===== src/rtl/bf_program_sequencer.sv =====
`default_nettype none
`timescale 1ns/1ps
// ============================================================================
// Module      : bf_program_sequencer
// Description : Loads a brainfuck program from a byte stream into code RAM,
//               appends a 0x00 terminator, runs the core against the code
//               RAM and flags completion when the core parks on 0x00.
// Revision    : 1.0 - initial release
// ============================================================================
module bf_program_sequencer #(
  parameter int addrSize = 9
) (
  input  logic                clk,
  input  logic                reset,
  input  logic                load_start,
  input  logic                run_start,
  input  logic                rx_valid,
  input  logic [7:0]          rx_data,
  output logic                rx_ready,
  output logic [addrSize-1:0] ram_addr,
  output logic [7:0]          ram_wdata,
  output logic                ram_we,
  input  logic [7:0]          ram_rdata,
  input  logic [addrSize-1:0] core_addr_code,
  output logic [7:0]          core_data_code,
  output logic                core_reset,
  output logic                loading,
  output logic                halted,
  output logic [addrSize-1:0] prog_len
);

  typedef enum logic [2:0] {
    S_IDLE    = 3'd0,
    S_LOAD    = 3'd1,
    S_TERM    = 3'd2,
    S_RESTART = 3'd3,
    S_RUN     = 3'd4,
    S_HALTED  = 3'd5
  } state_t;

  // Last program slot: one address is always kept free for the terminator.
  localparam logic [addrSize-1:0] C_WP_LAST = {{(addrSize-1){1'b1}}, 1'b0};

  state_t              state_q;
  logic [addrSize-1:0] wp_q;
  logic [1:0]          zc_q;
  logic [addrSize-1:0] prog_len_q;

  logic w_accept;
  logic w_core_side;

  assign w_accept    = (state_q == S_LOAD) && rx_valid;
  assign w_core_side = (state_q == S_RUN) || (state_q == S_HALTED);

  // Sequencer state, write pointer, zero counter and stored program length.
  always_ff @(posedge clk or negedge reset) begin
    if (!reset) begin
      state_q    <= S_IDLE;
      wp_q       <= '0;
      zc_q       <= '0;
      prog_len_q <= '0;
    end else begin
      case (state_q)
        S_IDLE: begin
          if (load_start) begin
            state_q <= S_LOAD;
            wp_q    <= '0;
          end else if (run_start) begin
            state_q <= S_RESTART;
          end
        end
        S_LOAD: begin
          if (w_accept) begin
            if (rx_data == 8'h00) begin
              state_q <= S_TERM;
            end else begin
              wp_q <= wp_q + addrSize'(1);
              if (wp_q == C_WP_LAST) state_q <= S_TERM;
            end
          end
        end
        S_TERM: begin
          prog_len_q <= wp_q;
          state_q    <= S_RESTART;
        end
        S_RESTART: begin
          zc_q    <= '0;
          state_q <= S_RUN;
        end
        S_RUN: begin
          if (load_start) begin
            state_q <= S_LOAD;
            wp_q    <= '0;
          end else if (ram_rdata == 8'h00) begin
            // Three consecutive zero fetches mean the core is parked on the
            // terminator; a real instruction never reads 0x00 that long.
            zc_q <= zc_q + 2'd1;
            if (zc_q == 2'd2) state_q <= S_HALTED;
          end else begin
            zc_q <= '0;
          end
        end
        S_HALTED: begin
          if (load_start) begin
            state_q <= S_LOAD;
            wp_q    <= '0;
          end else if (run_start) begin
            state_q <= S_RESTART;
          end
        end
        default: state_q <= S_IDLE;
      endcase
    end
  end

  // Output decode from the current state, registers and RAM/core inputs.
  always_comb begin
    rx_ready       = 1'b0;
    ram_we         = 1'b0;
    ram_addr       = '0;
    ram_wdata      = 8'h00;
    core_data_code = 8'h00;
    core_reset     = 1'b0;
    loading        = 1'b0;
    halted         = 1'b0;
    prog_len       = prog_len_q;
    case (state_q)
      S_LOAD: begin
        rx_ready = 1'b1;
        loading  = 1'b1;
        ram_addr = wp_q;
        if (w_accept && (rx_data != 8'h00)) begin
          ram_we    = 1'b1;
          ram_wdata = rx_data;
        end
      end
      S_TERM: begin
        loading  = 1'b1;
        ram_we   = 1'b1;
        ram_addr = wp_q;
      end
      S_HALTED: halted = 1'b1;
      default: ;
    endcase
    if (w_core_side) begin
      core_reset     = 1'b1;
      ram_addr       = core_addr_code;
      core_data_code = ram_rdata;
    end
  end

endmodule
`default_nettype wire


===== config.mk =====
export PLATFORM = sky130hd
export DESIGN_NAME = bf_program_sequencer
export DESIGN_NICKNAME = d
export VERILOG_FILES = /design/src/rtl/bf_program_sequencer.sv
export SDC_FILE = /design/constraint.sdc
export NUM_CORES = 1
export LEC_CHECK = 0
export ABC_CLOCK_PERIOD_IN_PS = 3150
export CAP_MARGIN = 25
export CORE_MARGIN = 8
export CORE_UTILIZATION = 44
export DETAILED_ROUTE_END_ITERATION = 8
export PLACE_DENSITY = 0.87
export SKIP_CTS_REPAIR_TIMING = 1
export SLEW_MARGIN = 10
export SYNTH_ARGS = -nofsm -noshare
export SYNTH_HDL_FRONTEND = slang
export SYNTH_SLANG_ARGS = --single-unit

===== constraint.sdc =====
create_clock -name clk -period 3.15 [get_ports clk]
set_clock_uncertainty 0.2 [all_clocks]
set_input_delay 0.945 -clock clk [delete_from_list [all_inputs] [get_ports clk]]
set_output_delay 0.945 -clock clk [all_outputs]
set_load 0.02 [all_outputs]

==> impl_metrics.ini <==
[drt]
dr.pass1.iters = 4
wire_per_inst_um = 15.46
vias = 1632
drt_iter0_drc = 77
drt-total-wl_mm = 4.639
vias_per_cell = 5.440
route.detailed.drc = 0
ant_nets = 0

[power]
total_power_mw = 0.9201
worst_ir_drop_vdd_mv = 0.3026
p_leak_nw = 1.429
power.density_mw_per_mm2 = 387.8

[logic_synthesis]
ys_warn_count = 0
synth_cell_types = 34
ys_seq_area_share_pct = 39.66
avgSynthCellArea_um2 = 8.200
syn_nets = 210
synth_cells = 177
syn_area_mm2 = 0.001451
ys_seq_elements = 23

[clocking]
clkTransAtPathRegs_ns = 0.13
cts_buffers = 3
cts.sinks = 23
clock_latency_ns = 0.32
cts_tree = built
htree_levels = 1
cts_max_path_buffers = 2
cts_root_buf = clkbuf_4

[layout]
final_core_util_pct = 72.81
nets = 288
num_antenna_cells = 0
layout-drive-gt1-share_pct = 11.81
fillCellCount = 272
regArea_um2 = 576.8
multi_input_area_um2 = 812.0
areaGrowthSynthToFinish_pct = 63.45

[sta]
slew_headroom_pct = 61.48
fmax_mhz = 303.6
fin_crit_ns = 3.294
finalCritPeriodShare_pct = 104.6
final_hold_viol_count = 0
slew_viol_final = 0
setup_violations = 1
setup_slack_ns = -0.1441
worstMarginPinSlew_ns = 0.5726
rsz0062_at_grt = yes

[global_routing]
grt_max_degree = 24
grt_pass1_vias = 1622
antenna_found_initial = 0
grt_pass1_wl_mm = 7.314
overflow = 0
grt_usage_pct = 17.05

[floorplan]
fp.dieW_um = 73.44
die_y_um = 73.44
start_util_pct = 44.55
boundaryPins = 69
dieArea_mm2 = 0.005393
placementRows = 21
core_mm2 = 0.003258

[critical_path]
critPathLaunchType = input pin
r2r_slack_ns = 0.92
cp.arrival_ns = 2.15
critPathMaxFanout = 2
crit_path_end_kind = output port
required_ns = 2.00
critPathKind = input pin to output port

[place]
port_buffers = 68
finalWeightedCongestion = 0.8826
place_ws_ns = -0.5699
dp_hpwl_mm = 3.573

[run]
drv_cap = 0

[min_path]
min_path_type = flop to flop

[outcome]
outcome = complete, but fails checks
violations = negative setup slack
==> cells in the mapped netlist <==
master    number  area, µm²
nand2_1       40      150.1
dfrtp_1       23      575.6
and2_1        17      106.4
o21ai_0       16      80.08
a22oi_1       10      75.07
clkbuf_1      10      37.54
nand3_1        5      25.02
o31ai_1        5      37.54
a21oi_1        4      20.02
nor4_1         4      25.02
a31oi_1        3      18.77
ha_1           3      37.54
inv_1          3      11.26
nand4_1        3      18.77
nor2_1         3      11.26
or4_1          3      22.52
a21boi_0       2      15.01
a21o_1         2      15.01
a41oi_1        2      17.52
and3_1         2      12.51
buf_6          2      22.52
nand2b_1       2      12.51
nor2b_1        2      12.51
a21bo_1        1      10.01
a221oi_1       1      8.760
and3b_1        1      8.760
and4bb_1       1      12.51
buf_4          1      7.510
mux2i_1        1      10.01
nor3_1         1      5.000
o211a_1        1      10.01
o22ai_1        1      6.260
or2_2          1      6.260
or3_1          1      6.260
==> cell type report <==
class,count,area share (%)
clock buffer,3,0.9494
clock inverter,1,0.2110
inverter,3,0.4747
multi-input combinational,138,34.23
sequential,23,24.31
tap,46,2.426
timing repair buffer,86,37.39
==> routing by layer <==
layer | global-route usage, % | vias to the layer above | part of all wire [%] | wire [µm]
li1 | - | 792 | - | -
met3 | 5.457 | 8 | 9.9 | 457
met5 | 0 | - | 0 | 0
met2 | 31.28 | 81 | 51 | 2344
met1 | 18.18 | 751 | 38 | 1786
met4 | 4.435 | 0 | 1.1 | 51
==> metrics by stage <==
stage	instances	TNS (ns)	hold slack (ns)	cell area [µm²]
4_1_cts	299	-8.329	0.2923	2277
2_1_floorplan	177	0	0.2513	1451
6_report	300	-0.1441	0.2905	2372
5_1_grt	300	-0.2188	0.3245	2372
3_3_place_gp	295	-8.065	0.2581	2250
3_5_place_dp	295	-8.052	0.2625	2250
==> cell families (layout without fill, tap and decap cells) <==
logic type	count (synthesis)	count (layout)	synth area share (%)
adder cells (fa/ha/maj)	3	3	2.586
multiplexers	1	1	0.6897
AO/OA/AOI/OAI	48	48	21.64
buffers and inverters	16	93	5.431
AND/OR/NAND/NOR	86	86	30.00
flip-flops	23	23	39.66
==> registers in the layout, indices dropped and copies added (netlist names) <==
| signal | flops |
|---|---|
| zc_q | 2 |
| wp_q | 9 |
| state_q | 3 |
| prog_len | 9 |
==> worst paths after layout <==
kind                               end  depth (start not counted)   startpoint
max                             ram_we                          6   rx_data[0]
min in group asynchronous      wp_q[7]                          2        reset
max reg2reg                    wp_q[8]                          5   state_q[2]
min reg2reg                prog_len[6]                          2  prog_len[6]
max in group asynchronous   state_q[2]                          2        reset
min                        prog_len[6]                          2  prog_len[6]
==> layout by cell type (no fill, tap or decap), drive strengths merged, types with 2 or more instances in the layout <==
| master | Yosys | final |
|---|---|---|
| dfrtp | 23 | 23 |
| o21ai | 16 | 16 |
| nor2b | 2 | 2 |
| nor4 | 4 | 4 |
| nor2 | 3 | 3 |
| clkbuf | 10 | 3 |
| and2 | 17 | 17 |
| nand4 | 3 | 3 |
| a21boi | 2 | 2 |
| and3 | 2 | 2 |
| o31ai | 5 | 5 |
| clkdlybuf4s50 | 0 | 39 |
| a31oi | 3 | 3 |
| a21o | 2 | 2 |
| dlymetal6s2s | 0 | 27 |
| ha | 3 | 3 |
| nand3 | 5 | 5 |
| buf | 3 | 20 |
| a41oi | 2 | 2 |
| a21oi | 4 | 4 |
| nand2 | 40 | 40 |
| a22oi | 10 | 10 |
| inv | 3 | 3 |
| or4 | 3 | 3 |
| nand2b | 2 | 2 |
==> report_power, final <==
group	leakage (nW)	switching [mW]	internal, mW
Combinational	1.11	0.177	0.187
Clock	0.0177	0.0945	0.0476
Sequential	0.305	0.0810	0.333
Total	1.43	0.352	0.568
==> critical path, cell delays in order <==
cell and delay (ns):
clkdlybuf4s50_1 0.43, nor4_2 0.27, buf_4 0.15, a21bo_1 0.14, nand2_1 0.06, buf_2 0.16
Note: power is estimated with default switching activity, not from simulation.
